File: src/rtl/alarm_link_pkg.sv
// ============================================================================
// Module   : alarm_link_pkg
// Brief    : Shared definitions for the alarm status serial link.
// Revision : 1.0 - initial release
// ============================================================================
`default_nettype none

package alarm_link_pkg;

    localparam int MSG_W     = 4;

    localparam int IDX_ARMED = 0;
    localparam int IDX_ALARM = 1;
    localparam int IDX_S1    = 2;
    localparam int IDX_S2    = 3;

    // Minimum idle cycles the transmitter leaves between frames
    localparam int SB        = 3;

    typedef enum logic [0:0] {
        ST_IDLE  = 1'b0,
        ST_SHIFT = 1'b1
    } rx_state_t;

endpackage

`default_nettype wire

File: src/rtl/link_watchdog.sv
// ============================================================================
// Module   : link_watchdog
// Brief    : Saturating frame-gap counter that drives the link-good flag.
// Revision : 1.0 - initial release
// ============================================================================
`default_nettype none

module link_watchdog #(
    parameter int TIMEOUT_CYC = 64,
    parameter int TO_W        = 7
) (
    input  logic clk,
    input  logic rst,
    input  logic i_clr,
    output logic o_link_ok
);

    localparam logic [TO_W-1:0] c_timeout    = TO_W'(TIMEOUT_CYC);
    localparam logic [TO_W-1:0] c_timeout_m1 = TO_W'(TIMEOUT_CYC - 1);

    logic [TO_W-1:0] r_cnt;
    logic            r_link_ok;

    always_ff @(posedge clk) begin
        if (rst) begin
            r_cnt     <= '0;
            r_link_ok <= 1'b0;
        end else if (i_clr) begin
            r_cnt     <= '0;
            r_link_ok <= 1'b1;
        end else if (r_cnt != c_timeout) begin
            r_cnt <= r_cnt + 1'b1;
            // Drop the flag in the same cycle the count lands on the limit
            if (r_cnt == c_timeout_m1) begin
                r_link_ok <= 1'b0;
            end
        end
    end

    assign o_link_ok = r_link_ok;

endmodule

`default_nettype wire

File: src/rtl/status_serial_rx.sv
// ============================================================================
// Module   : status_serial_rx
// Brief    : Alarm status frame deserialiser with framing check and watchdog.
// Revision : 1.0 - initial release
// ============================================================================
`default_nettype none

module status_serial_rx #(
    parameter int MSG_W       = alarm_link_pkg::MSG_W,
    parameter int TIMEOUT_CYC = 64,
    parameter int TO_W        = 7
) (
    input  logic             CLK,
    input  logic             RST,
    input  logic             STATUS_RECV,
    input  logic             STATUS_IN,
    output logic [MSG_W-1:0] MSG_OUT,
    output logic             MSG_VALID,
    output logic             MSG_CHANGED,
    output logic             ARMED,
    output logic             ALARM,
    output logic             SENSOR1,
    output logic             SENSOR2,
    output logic             LINK_OK,
    output logic             FRAME_ERR
);

    import alarm_link_pkg::*;

    localparam int                c_cnt_w    = (MSG_W > 1) ? $clog2(MSG_W) : 1;
    localparam logic [c_cnt_w-1:0] c_last_bit = c_cnt_w'(MSG_W - 1);

    rx_state_t          r_state, w_state_nxt;
    logic [c_cnt_w-1:0] r_bit_cnt, w_bit_cnt_nxt;
    logic [MSG_W-2:0]   r_shift, w_shift_nxt;
    logic [MSG_W-1:0]   w_frame;
    logic [MSG_W-1:0]   r_msg;
    logic               w_commit;
    logic               w_abort;
    logic               r_valid;
    logic               r_changed;
    logic               r_frame_err;

    // The final bit bypasses the shift register so the commit lands at t+5
    assign w_frame = {r_shift, STATUS_IN};

    always_comb begin
        w_state_nxt   = r_state;
        w_bit_cnt_nxt = r_bit_cnt;
        w_shift_nxt   = r_shift;
        w_commit      = 1'b0;
        w_abort       = 1'b0;
        case (r_state)
            ST_IDLE: begin
                if (STATUS_RECV) begin
                    w_state_nxt   = ST_SHIFT;
                    w_bit_cnt_nxt = '0;
                    w_shift_nxt   = '0;
                end
            end
            ST_SHIFT: begin
                if (r_bit_cnt == c_last_bit) begin
                    w_commit      = 1'b1;
                    w_bit_cnt_nxt = '0;
                    w_shift_nxt   = '0;
                    w_state_nxt   = STATUS_RECV ? ST_SHIFT : ST_IDLE;
                end else if (STATUS_RECV) begin
                    w_abort       = 1'b1;
                    w_bit_cnt_nxt = '0;
                    w_shift_nxt   = '0;
                end else begin
                    w_shift_nxt   = w_frame[MSG_W-2:0];
                    w_bit_cnt_nxt = r_bit_cnt + 1'b1;
                end
            end
            default: w_state_nxt = ST_IDLE;
        endcase
    end

    always_ff @(posedge CLK) begin
        if (RST) begin
            r_state   <= ST_IDLE;
            r_bit_cnt <= '0;
            r_shift   <= '0;
        end else begin
            r_state   <= w_state_nxt;
            r_bit_cnt <= w_bit_cnt_nxt;
            r_shift   <= w_shift_nxt;
        end
    end

    always_ff @(posedge CLK) begin
        if (RST) begin
            r_msg       <= '0;
            r_valid     <= 1'b0;
            r_changed   <= 1'b0;
            r_frame_err <= 1'b0;
        end else begin
            r_valid     <= w_commit;
            r_changed   <= w_commit && (w_frame != r_msg);
            r_frame_err <= w_abort;
            if (w_commit) begin
                r_msg <= w_frame;
            end
        end
    end

    link_watchdog #(
        .TIMEOUT_CYC (TIMEOUT_CYC),
        .TO_W        (TO_W)
    ) u_link_watchdog (
        .clk       (CLK),
        .rst       (RST),
        .i_clr     (w_commit),
        .o_link_ok (LINK_OK)
    );

    assign MSG_OUT     = r_msg;
    assign MSG_VALID   = r_valid;
    assign MSG_CHANGED = r_changed;
    assign FRAME_ERR   = r_frame_err;
    assign ARMED       = r_msg[IDX_ARMED];
    assign ALARM       = r_msg[IDX_ALARM];
    assign SENSOR1     = r_msg[IDX_S1];
    assign SENSOR2     = r_msg[IDX_S2];

endmodule

`default_nettype wire

File: config.mk
export PLATFORM = sky130hd
export DESIGN_NAME = status_serial_rx
export DESIGN_NICKNAME = d
export VERILOG_FILES = /design/src/rtl/alarm_link_pkg.sv /design/src/rtl/link_watchdog.sv /design/src/rtl/status_serial_rx.sv
export SDC_FILE = /design/constraint.sdc
export NUM_CORES = 1
export LEC_CHECK = 0
export BUFFER_PORTS_ARGS = -buffer_cell sky130_fd_sc_hd__buf_2
export CAP_MARGIN = 20
export CORE_UTILIZATION = 57
export DETAILED_ROUTE_END_ITERATION = 16
export GPL_TIMING_DRIVEN = 0
export PLACE_DENSITY = 0.8
export SETUP_SLACK_MARGIN = 0.5
export SYNTH_ARGS = -nofsm -noshare
export SYNTH_HDL_FRONTEND = slang
export SYNTH_HIERARCHICAL = 1
export SYNTH_SLANG_ARGS = --single-unit
File: constraint.sdc
create_clock -name CLK -period 2.7 [get_ports CLK]
set_input_delay 0.135 -clock CLK [delete_from_list [all_inputs] [get_ports CLK]]
set_output_delay 0.135 -clock CLK [all_outputs]
set_load 0.01 [all_outputs]
==> reports/qor.yml <==
cts:
  clock_latency_ns: 0.30
  cts_tree: "done"
  htree_num_levels: 1
  clock-root-buffer: "clkbuf_4"
  ctsResizeCount: 0
  clk_pin_slew_ns: 0.11
  cts_setup_buffers: 0
  ctsHoldBuffers: 0
  cts_inserted_buffers: 3
  clock-sinks: 21
  cts_max_path_buffers: 2
critical_path:
  critical_path_class: "register to register"
  end_kind: "register"
  cp_slowest_stage_delay_ns: 0.35
  required_ns: 2.94
  path_cells: "ha_1 > buf_2 > and2_1 > nor2_1 > o21ai_0 > a21oi_1"
  critical_path.max_fanout: 10
  startpoint_type: "register"
  slowest_stage: "dfxtp_1"
  cp_data_arrival_time_ns: 1.86
finish:
  fillers: 132
  drive_above_1_share: 0.279
  fin_nets: 131
  syn_to_final_growth_pct: 12.3
  fin_cells: 138
  antenna_cells: 0
  fin_area_mm2: 0.00111
  fin_util: 0.710
floorplan:
  die_w_um: 43.6
  core_area_mm2: 0.00156
  fp.dieH_um: 43.6
  ios: 16
  num_rows: 14
  start_util: 0.632
  die-area_mm2: 0.00190
power_and_ir_drop:
  irDropWorstVdd_v: 0.000432
  leakagePower_nw: 0.489
  power_density_mw_per_mm2: 464
  total_power_mw: 0.514
routing:
  drc: 2
  ant_nets: 0
  avgViaCountPerCell: 5.59
  drt-total-wl_mm: 1.83
  drtIter0Drc: 20
  wire_per_inst_um: 13.2
  dr_total_vias: 772
  drtPass1Iterations: 10
timing:
  skew_ns: 0.00752
  setup_violations: 0
  rsz0062_at_grt: "no"
  post-route-period-util: 0.597
  drv_slew: 0
  final_hold_viol_count: 0
  whs_ns: 0.0951
  finalWorstSetupSlack_ns: 1.09
  worst_slew_pin_slew_ns: 0.285
  final.setup.tns_ns: 0
  min_period_ns: 1.61
  slew_headroom: 0.809
  fmaxAchievable_mhz: 621
yosys:
  yosysUniqueCellTypes: 30
  syn_avg_cell_area_um2: 9.57
  synth-seq-cells: 21
  netlist.area_leader.share: 0.426
  syn_inst: 103
  synth.largest_area_cell: "dfxtp_1"
  ys_seq_area_frac: 0.426
  mappedNetlistArea_um2: 986
  synth_nets: 111
  ys_warn_count: 6
  synth_area_leaders: "dfxtp_1 43%, xor2_1 5.3%, a21oi_1 5.1%, ha_1 5.1%, a21bo_2 4.1%"
outcome:
  status: "complete, but fails checks"
  violations: "DRC"
grt:
  grt_pass1_vias: 735
  grt_pass1_wl_mm: 3.15
  grt_overflow_total: 0
  grt_start_max_net_pins: 14
  antenna_found_initial: 0
  grt_usage: 0.227
placement:
  hpwl_mm: 1.33
  dpl_cell_area_mm2: 0.00108
  portBuffers: 15
  dpl_worst_slack_ns: 1.13
  dp_cells: 134
  place_congestion: 0.781
flow_run:
  max_cap_violations: 0
min_path:
  hold_class: "primary input to register"
-- cell usage after synthesis (all sizes together) --
cell    count
o21ai       4
xnor2       2
or4b        1
and3b       2
ha          4
nor4        4
a21boi      1
nand3       7
nand3b      4
or2b        1
dfxtp      21
a21oi      10
xor2        6
nor3        2
nor2        4
and2        1
nor4b       1
a21bo       4
nand2b      5
inv         3
buf         7
or2         1
o41a        1
or3         2
nand2       4
mux2i       1
-- worst max-delay path, delay by kind of cell, from the launching register on --
kind / cells / cell delay [ns]
AND/OR/NAND/NOR: 2 / 0.53
flip-flops: 1 / 0.35
AO/OA/AOI/OAI: 2 / 0.27
adder cells (fa/ha/maj): 1 / 0.22
buffers and inverters: 1 / 0.18
-- registers in the layout, summed over array words and instances (netlist names) --
signal and count:
MSG_OUT 4, MSG_VALID 1, u_link_watchdog/r_cnt 7, r_state 1, r_bit_cnt 2, r_shift 3
u_link_watchdog/o_link_ok 1, FRAME_ERR 1, MSG_CHANGED 1
-- layout by cell type (no fill, tap or decap), drive strengths merged --
cell type / instances
o21ai: 4
or3: 2
inv: 3
or4b: 1
a21bo: 4
or2b: 1
dfxtp: 21
or2: 1
nand3b: 4
clkbuf: 4
and2: 1
buf: 22
nor2: 4
and3b: 2
nor3: 2
nor4: 4
nand3: 7
a21boi: 1
ha: 4
nand2b: 5
nand2: 4
nor4b: 1
a21oi: 10
mux2i: 1
xor2: 6
o41a: 1
xnor2: 2
-- kinds of logic (layout without fill, tap and decap cells) --
group | Yosys count | in the layout | share of synthesized area
simple gates | 39 | 39 | 0.251
compound gates | 20 | 20 | 0.131
mux | 1 | 1 | 0.0102
buf+inv | 10 | 29 | 0.0596
xor+xnor | 8 | 8 | 0.0711
flops | 21 | 21 | 0.426
fa+ha+maj | 4 | 4 | 0.0508
-- final cells by class --
| class | count | area, um^2 | share of cell area |
|---|---|---|---|
| plain buffers | 7 | 47.5 | 0.0429 |
| clock buffers | 4 | 26.3 | 0.0237 |
| inverters | 3 | 11.3 | 0.0102 |
| multi-input cells | 72 | 507 | 0.458 |
| flip-flops and latches | 21 | 420 | 0.380 |
| well taps | 16 | 20.0 | 0.0181 |
| repair buffers | 15 | 75.1 | 0.0678 |
-- report_power, final --
part	switching (mW)	total [mW]	internal (mW)	leakage, nW
registers	0.00781	0.325	0.317	0.170
clock network	0.0894	0.147	0.0576	0.0150
logic	0.0244	0.0420	0.0175	0.304
-- path summary, 6_finish.rpt --
check                                  start                  endpoint  slack, ns  cells after the start
worst min-delay path             STATUS_RECV                 FRAME_ERR        0.1                      3
worst max register to register  r_bit_cnt[0]  u_link_watchdog/r_cnt[5]       1.09                      6
worst min register to register       r_state                   r_state       0.49                      2
worst max-delay path            r_bit_cnt[0]  u_link_watchdog/r_cnt[5]       1.09                      6
-- per-layer routing --
| layer | up-vias | part of all wire | global-route usage | routed length (um) |
|---|---|---|---|---|
| met2 | 22 | 0.47 | 0.352 | 860 |
| met1 | 354 | 0.47 | 0.291 | 859 |
| met5 | - | 0 | 0 | 0 |
| met4 | 0 | 0.0055 | 0.0750 | 10 |
| met3 | 2 | 0.052 | 0.0833 | 95 |
| li1 | 394 | - | - | - |
(Power assumes the default switching activity.)
